File: config.mk
export PLATFORM = sky130hd
export DESIGN_NAME = dma_spi
export DESIGN_NICKNAME = d
export VERILOG_FILES = /design/src/rtl/dma_spi_pkg.sv /design/src/rtl/dma_spi_sync_edge.sv /design/src/rtl/dma_spi.sv
export SDC_FILE = /design/constraint.sdc
export NUM_CORES = 1
export LEC_CHECK = 0
export CAP_MARGIN = 5
export CORE_MARGIN = 8
export CORE_UTILIZATION = 59
export DETAILED_ROUTE_END_ITERATION = 16
export GPL_TIMING_DRIVEN = 1
export HOLD_SLACK_MARGIN = 0.1
export PLACE_DENSITY = 0.84
export SYNTH_ARGS = -nofsm -noshare
export SYNTH_HDL_FRONTEND = slang
export SYNTH_SLANG_ARGS = --single-unit
File: constraint.sdc
create_clock -name clk -period 47.7 [get_ports clk]
set_input_delay 9.54 -clock clk [delete_from_list [all_inputs] [get_ports clk]]
set_output_delay 9.54 -clock clk [all_outputs]
set_load 0.005 [all_outputs]
File: src/rtl/dma_spi_pkg.sv
// Shared frame geometry and command layout for the dma_spi SPI command receiver.
`timescale 1ns/1ps
package dma_spi_pkg;
  localparam int FRAME_BITS = 408;
  localparam int CNT_W      = 9;

  localparam int TIME_W   = 64;
  localparam int FREQ_W   = 48;
  localparam int STEP_W   = 48;
  localparam int RATE_W   = 32;
  localparam int TSTART_W = 64;
  localparam int N_W      = 16;
  localparam int TYPE_W   = 8;
  localparam int IVL_W    = 32;

  localparam int TIME_LSB   = 344;
  localparam int FREQ_LSB   = 296;
  localparam int STEP_LSB   = 248;
  localparam int RATE_LSB   = 216;
  localparam int TSTART_LSB = 152;
  localparam int N_LSB      = 136;
  localparam int TYPE_LSB   = 128;
  localparam int TI_LSB     = 96;
  localparam int TP_LSB     = 64;
  localparam int TB1_LSB    = 32;
  localparam int TB2_LSB    = 0;

  // First member is the first bit on the wire (frame bit 407).
  typedef struct packed {
    logic [TIME_W-1:0]   sys_time;
    logic [FREQ_W-1:0]   freq;
    logic [STEP_W-1:0]   freq_step;
    logic [RATE_W-1:0]   freq_rate;
    logic [TSTART_W-1:0] time_start;
    logic [N_W-1:0]      n_impulse;
    logic [TYPE_W-1:0]   type_impulse;
    logic [IVL_W-1:0]    interval_ti;
    logic [IVL_W-1:0]    interval_tp;
    logic [IVL_W-1:0]    tblank1;
    logic [IVL_W-1:0]    tblank2;
  } dma_cmd_t;

  function automatic logic is_reset_type(input dma_cmd_t c, input logic [TYPE_W-1:0] code);
    return c.type_impulse == code;
  endfunction
endpackage

File: src/rtl/dma_spi_sync_edge.sv
// Two-flop synchronizer with a third edge-detect flop; all flops hold while clk_en is low.
`timescale 1ns/1ps
module spi_sync_edge (
  input  logic clk,
  input  logic rst,
  input  logic clk_en,
  input  logic din,
  output logic level,
  output logic rise,
  output logic fall
);
  logic s1, s2, s3;

  always_ff @(posedge clk or posedge rst) begin
    if (rst) begin
      s1 <= 1'b0;
      s2 <= 1'b0;
      s3 <= 1'b0;
    end else if (clk_en) begin
      s1 <= din;
      s2 <= s1;
      s3 <= s2;
    end
  end

  assign level = s2;
  assign rise  = s2 & ~s3;
  assign fall  = ~s2 & s3;
endmodule

File: src/rtl/dma_spi.sv
// SPI slave receiver for the 408-bit real-time command frame, oversampled on clk.
// Optional build macro DMA_SPI_TIMEOUT_EN aborts a frame left idle with CS low.
`timescale 1ns/1ps
module dma_spi
  import dma_spi_pkg::*;
#(
  parameter int          RST_LEN     = 4,
  parameter logic [7:0]  RESET_CMD   = 8'hFF,
  parameter int          TIMEOUT_CYC = 65535
) (
  input  logic        clk,
  input  logic        rst,
  input  logic        clk_en,
  input  logic        MOSI,
  input  logic        CS,
  input  logic        SCLK,
  output logic [63:0] TIME,
  output logic        SYS_TIME_UPDATE,
  output logic [47:0] FREQ,
  output logic [47:0] FREQ_STEP,
  output logic [31:0] FREQ_RATE,
  output logic [63:0] TIME_START,
  output logic [15:0] N_impulse,
  output logic [7:0]  TYPE_impulse,
  output logic [31:0] Interval_Ti,
  output logic [31:0] Interval_Tp,
  output logic [31:0] Tblank1,
  output logic [31:0] Tblank2,
  output logic        SPI_WR,
  output logic        RESET_WCW
);
  localparam logic [CNT_W-1:0] CNT_FULL = CNT_W'(FRAME_BITS);
  localparam logic [CNT_W-1:0] CNT_MAX  = CNT_W'(FRAME_BITS + 1);
  localparam int               RCNT_W   = $clog2(RST_LEN + 1);

  logic mosi_lvl, mosi_rise_unused, mosi_fall_unused;
  logic cs_lvl, cs_rise, cs_fall;
  logic sclk_lvl_unused, sclk_rise, sclk_fall_unused;

  logic [FRAME_BITS-1:0] shreg;
  logic [CNT_W-1:0]      bit_cnt;
  logic                  eof_p1;
  logic [RCNT_W-1:0]     rst_cnt;
  dma_cmd_t              cmd;

  spi_sync_edge u_mosi (.clk(clk), .rst(rst), .clk_en(clk_en), .din(MOSI),
                        .level(mosi_lvl), .rise(mosi_rise_unused), .fall(mosi_fall_unused));
  spi_sync_edge u_cs   (.clk(clk), .rst(rst), .clk_en(clk_en), .din(CS),
                        .level(cs_lvl), .rise(cs_rise), .fall(cs_fall));
  spi_sync_edge u_sclk (.clk(clk), .rst(rst), .clk_en(clk_en), .din(SCLK),
                        .level(sclk_lvl_unused), .rise(sclk_rise), .fall(sclk_fall_unused));

  assign cmd = shreg;

`ifdef DMA_SPI_TIMEOUT_EN
  logic [31:0] to_cnt;
`endif

  always_ff @(posedge clk or posedge rst) begin
    if (rst) begin
      shreg           <= '0;
      bit_cnt         <= '0;
      eof_p1          <= 1'b0;
      rst_cnt         <= '0;
      SPI_WR          <= 1'b0;
      SYS_TIME_UPDATE <= 1'b0;
      RESET_WCW       <= 1'b0;
      TIME            <= '0;
      FREQ            <= '0;
      FREQ_STEP       <= '0;
      FREQ_RATE       <= '0;
      TIME_START      <= '0;
      N_impulse       <= '0;
      TYPE_impulse    <= '0;
      Interval_Ti     <= '0;
      Interval_Tp     <= '0;
      Tblank1         <= '0;
      Tblank2         <= '0;
`ifdef DMA_SPI_TIMEOUT_EN
      to_cnt          <= '0;
`endif
    end else if (clk_en) begin
      SPI_WR          <= 1'b0;
      SYS_TIME_UPDATE <= 1'b0;

      // Stage p0: shift; a SCLK rise coincident with CS rise still lands its bit.
      if (cs_fall) begin
        shreg   <= '0;
        bit_cnt <= '0;
      end else if (sclk_rise && (!cs_lvl || cs_rise)) begin
        shreg <= {shreg[FRAME_BITS-2:0], mosi_lvl};
        if (bit_cnt != CNT_MAX) bit_cnt <= bit_cnt + 9'd1;
      end

`ifdef DMA_SPI_TIMEOUT_EN
      if (cs_lvl || sclk_rise) begin
        to_cnt <= '0;
      end else if (to_cnt != 32'(TIMEOUT_CYC)) begin
        to_cnt <= to_cnt + 32'd1;
        if (to_cnt == 32'(TIMEOUT_CYC - 1)) bit_cnt <= CNT_MAX;
      end
`endif

      eof_p1 <= cs_rise;

      // Stage p1: end-of-frame decision on the count updated by the last shift.
      if (eof_p1 && bit_cnt == CNT_FULL) begin
        if (is_reset_type(cmd, RESET_CMD)) begin
          RESET_WCW <= 1'b1;
          rst_cnt   <= RCNT_W'(RST_LEN - 1);
        end else begin
          SPI_WR          <= 1'b1;
          SYS_TIME_UPDATE <= (cmd.sys_time != '0);
          TIME            <= cmd.sys_time;
          FREQ            <= cmd.freq;
          FREQ_STEP       <= cmd.freq_step;
          FREQ_RATE       <= cmd.freq_rate;
          TIME_START      <= cmd.time_start;
          N_impulse       <= cmd.n_impulse;
          TYPE_impulse    <= cmd.type_impulse;
          Interval_Ti     <= cmd.interval_ti;
          Interval_Tp     <= cmd.interval_tp;
          Tblank1         <= cmd.tblank1;
          Tblank2         <= cmd.tblank2;
        end
      end

      if (RESET_WCW && !(eof_p1 && bit_cnt == CNT_FULL && is_reset_type(cmd, RESET_CMD))) begin
        if (rst_cnt == '0) RESET_WCW <= 1'b0;
        else               rst_cnt   <= rst_cnt - 1'b1;
      end
    end
  end
endmodule

# Yosys cells after proc, flatten, opt, wreduce, memory -nomap -nowiden
# Cells that the tools add are included.
[totals]
reg_bits = 840
latchBits = 0
mem_bits_rw = 0
romBits = 0
input_bits = 6
output_inout_bits = 411
word_cells = 69
mem_count = 0
[classes]
n_addsub = 2
n_mul = 0
div = 0
order_cmp = 0
n_eq_ne = 3
shift = 0
n_mux = 17
n_bitwise = 7
n_reduce_logical = 14
[ops]
columns = ["cell", "n"]
rows = [
  ["2-to-1 mux 408 bit", 2],
  ["nonzero test 64 bit", 1],
  ["2-to-1 mux 9 bit", 3],
  ["2-to-1 mux 3 bit", 4],
  ["adder 9 x 1 -> 9 bit (second input constant)", 1],
  ["equality test 9 bit (second input constant)", 1],
  ["!= test 9 bit (second input constant)", 1],
  ["equality test 8 bit (second input constant)", 1],
  ["2-to-1 mux 1 bit", 8],
  ["AND reduction 3 bit", 2],
  ["logical AND 1 bit", 4],
  ["NOT 1 bit", 4],
  ["nonzero test 2 bit", 2],
  ["AND 1 bit", 3],
  ["logical NOT 3 bit", 1],
  ["subtractor 3 x 1 -> 3 bit (second input constant)", 1],
  ["logical NOT 1 bit", 2],
  ["AND reduction 2 bit", 1],
  ["logical OR 1 bit", 1],
]

# Longest topological paths before layout
[logic_depth]
word_depth = 6
mapped_depth = 9
depth_no_buf = 6

# By module
# A second synthesis with hierarchy kept.
[hier_totals]
hier_cells = 2778
area_unflattened_um2 = 33485.9
[modules_own_cells]
columns = ["module", "n_inst", "cells_per_inst", "area_each_um2"]
rows = [
  ["dma_spi", 1, 2751, 33110.5],
  ["spi_sync_edge", 3, 9, 125.1],
]

# Worst setup path after synthesis
# OpenSTA, ideal clock, no wires.
[synth_timing]
path_kind = "input-to-reg"
start = "input clk_en"
end = "register Interval_Tp[0]"
t_arrival_ns = 11.415
t_required_ns = 47.575
slack_ns = 36.160
path_stages = 7
path_buffers = 3
path_cell_list = "buf_2 > clkinv_1 > or4_4 > nor2_2 > buf_2 > buf_2 > mux2_2"
[synth_between]
elab_chain_cells = 1
[synth_lines]
columns = ["element", "line", "rtl"]
rows = [
  ["start: declaration", "dma_spi.sv:13", "input logic clk_en,"],
  ["AND reduction 3 bit (no source line)", "n/a", ""],
  ["end signal: assignment", "dma_spi.sv:122", "Interval_Tp <= cmd.interval_tp;"],
  ["end: declaration", "dma_spi.sv:26", "output logic [31:0] Interval_Tp,"],
]
# Every way passes these cells.
# A chain may end at the register's enable or synchronous reset.

# Worst setup path in the final report
# Ends and elaborated chain as after synthesis.

==> impl_metrics.json <==
{
  "cts_sinks": 840,
  "cp_common_cell": "buf_4",
  "std_cell_rows": 86,
  "grt_pass1_vias": 23300,
  "vias_per_cell": 5.74,
  "die_y_um": 250,
  "fillers": 3499,
  "p_per_area_nw_per_um2": 36.5,
  "io_buffers": 416,
  "crit_slowest_cell": "clkdlybuf4s50_1",
  "hold_viol": 0,
  "rrSetupSlack_ps": 43680,
  "slew_headroom_pct": 17.5,
  "slew_viol_final": 0,
  "yosys_warnings": 0,
  "grt_first_pass_wirelength_um": 128000,
  "fin_ws_ps": 34050,
  "post-route-drc-count": 0,
  "cts_made_buffers": 82,
  "fin_crit_sh_pct": 28.6,
  "finalNetCount": 3125,
  "htree_levels": 3,
  "gr-total-overflow": 0,
  "cts_buffer_depth": 3,
  "vias": 22200,
  "synth_area_leader_cell": "dfrtp_1",
  "min_path_type": "flop to flop",
  "worstPathCellList": "clkdlybuf4s50_1 -> clkinv_1 -> or4_4 -> nor2_4 -> buf_4 -> buf_4 -> mux2_2",
  "crit_fanout": 86,
  "die_w_um": 250,
  "postSynthCellCount": 2777,
  "gp_congestion": 0.783,
  "ys.flop_type": "dfrtp_1",
  "cts-resized-gates": 0,
  "ioPinCount": 417,
  "synth.distinct_cells": 45,
  "clk_pin_slew_ps": 60,
  "crit_path_end_kind": "flop",
  "post-dp-hpwl_um": 48400,
  "setup-tns-final_ps": 0,
  "p_leak_nw": 20.5,
  "startpoint_type": "input pin",
  "path_class": "input pin to flop",
  "outcome": "complete, no violations",
  "finish.utilization_pct": 72.4,
  "core_area_um2": 54700,
  "holdPathStages": 2,
  "clockRootBuffer": "clkbuf_16",
  "synthToLayoutAreaGrowth_pct": 22.1,
  "worstRegToRegCells": 6,
  "slowest_delay_ps": 970,
  "first_pass_iters": 5,
  "cts_hold_buf": 0,
  "start_util_pct": 59.3,
  "avgSynthCellArea_um2": 11.7,
  "grt_antenna_before_repair": 0,
  "rsz0062_at_grt": "false",
  "yosys.cell_count.top_type": "dfrtp_1",
  "synth-edff-count": 0,
  "setup_viol": 0,
  "clock_skew_ps": 19.0,
  "ys_seq_area_share_pct": 64.9,
  "post-cts-setup-buffers": 0,
  "routedWlPerCell_um": 20.4,
  "netlist_area_um2": 32400,
  "async_flop_share_pct": 100,
  "drive_above_1_share_pct": 17.7,
  "arrival_ps": 14140,
  "drt-initial-drc-count": 2081,
  "clkLatencyLatePin_ps": 610,
  "max_cap_viol_count": 0,
  "pre_cts_slack_ps": 33530,
  "ant_nets": 0,
  "clock.fmax_mhz": 73.3,
  "synth_common_cells": "dfrtp_1, nand2_1, nand3_1",
  "fp.dieArea_um2": 62700,
  "grt_util_all_layers_pct": 24.9,
  "post_dp_cell_area_um2": 36900,
  "cp.required_ps": 48190,
  "antenna_cells": 0,
  "synth-seq-cells": 840,
  "synthTopCellsByArea": "dfrtp_1, mux2_2, nand2_1",
  "synth.top_cell.area_share_pct": 64.9,
  "min_period_ps": 13650,
  "synth_fp_nets": 2788,
  "peakVddDrop_uv": 31.0,
  "final_area_um2": 39600,
  "max_slew.worst_pin.slew_ps": 1240,
  "grt_max_degree": 197,
  "cts_tree": "yes",
  "routed_wl_um": 78900
}
==> flip-flops by register name, summed over array words and instances, names as in the netlist, 3 cells and up <==
signal and cells:
cmd 408, FREQ_STEP 48, FREQ 48, N_impulse 16, TYPE_impulse 8, TIME 64, Interval_Ti 32, bit_cnt 9
Tblank2 32, Interval_Tp 32, rst_cnt 3, FREQ_RATE 32, TIME_START 64, Tblank1 32
==> stage by stage <==
stage	std cells	hold slack, ps	power, mW
after floorplan	2777	455	0.798
after global placement	3734	466	0.816
after detailed placement	3734	473	0.820
after CTS	3875	491	1.45
after global routing	3875	510	1.49
final	3875	487	1.44
==> cell type report <==
cell class	instances	area, um^2	share of cell area (%)
sequential	840	21000	53.1
multi-input combinational	1744	10600	26.8
timing repair buffer	438	4380	11.1
clock buffer	119	2380	6.03
tap	704	881	2.23
clock inverter	22	251	0.636
inverter	8	37.5	0.0949
==> cells by family after synthesis <==
logic type	synth area share (%)
and+or+nand+nor	16.9
DFF	64.9
muxes	14.7
buffers and inverters	2.49
AOI/OAI and AO/OA	0.780
adders and majority gates	0.193
==> power by group <==
group	switching, mW	internal, mW
registers	0.00748	0.720
clock network	0.264	0.373
logic	0.0681	0.0123
total	0.339	1.11
==> routing by layer <==
metal	global-route usage [%]	part of all wire, %
met1	31.6	39
met2	41.6	51
met3	5.42	6.6
met4	9.81	3.6
met5	0	0
==> cell usage in the layout (no fill, tap or decap), types with 6 or more instances in the layout <==
| cell | instances |
|---|---|
| mux2_4 | 29 |
| nor4_1 | 17 |
| clkbuf_16 | 85 |
| nand2_1 | 826 |
| clkinv_2 | 12 |
| o21ai_0 | 8 |
| clkbuf_1 | 21 |
| dfrtp_1 | 840 |
| nand4_1 | 10 |
| inv_1 | 6 |
| clkbuf_8 | 13 |
| a21oi_1 | 8 |
| buf_4 | 18 |
| mux2_2 | 384 |
| nand3_1 | 411 |
| clkdlybuf4s50_1 | 416 |
==> worst max-delay path, delay by kind of cell <==
kind / cells / cell delay (ps)
buffers and inverters: 4 / 3160
AND/OR/NAND/NOR: 2 / 810
multiplexers: 1 / 440
==> path summary, 6_finish.rpt <==
| check | from | end |
|---|---|---|
| max | clk_en | Interval_Tp[0] |
| min | cmd[45] | cmd[45] |
| max reg2reg | bit_cnt[3] | Interval_Tp[0] |
| min reg2reg | cmd[45] | cmd[45] |
| max in group asynchronous | rst | FREQ[32] |
| min in group asynchronous | rst | N_impulse[7] |
Note: power is estimated with default switching activity, not from simulation.
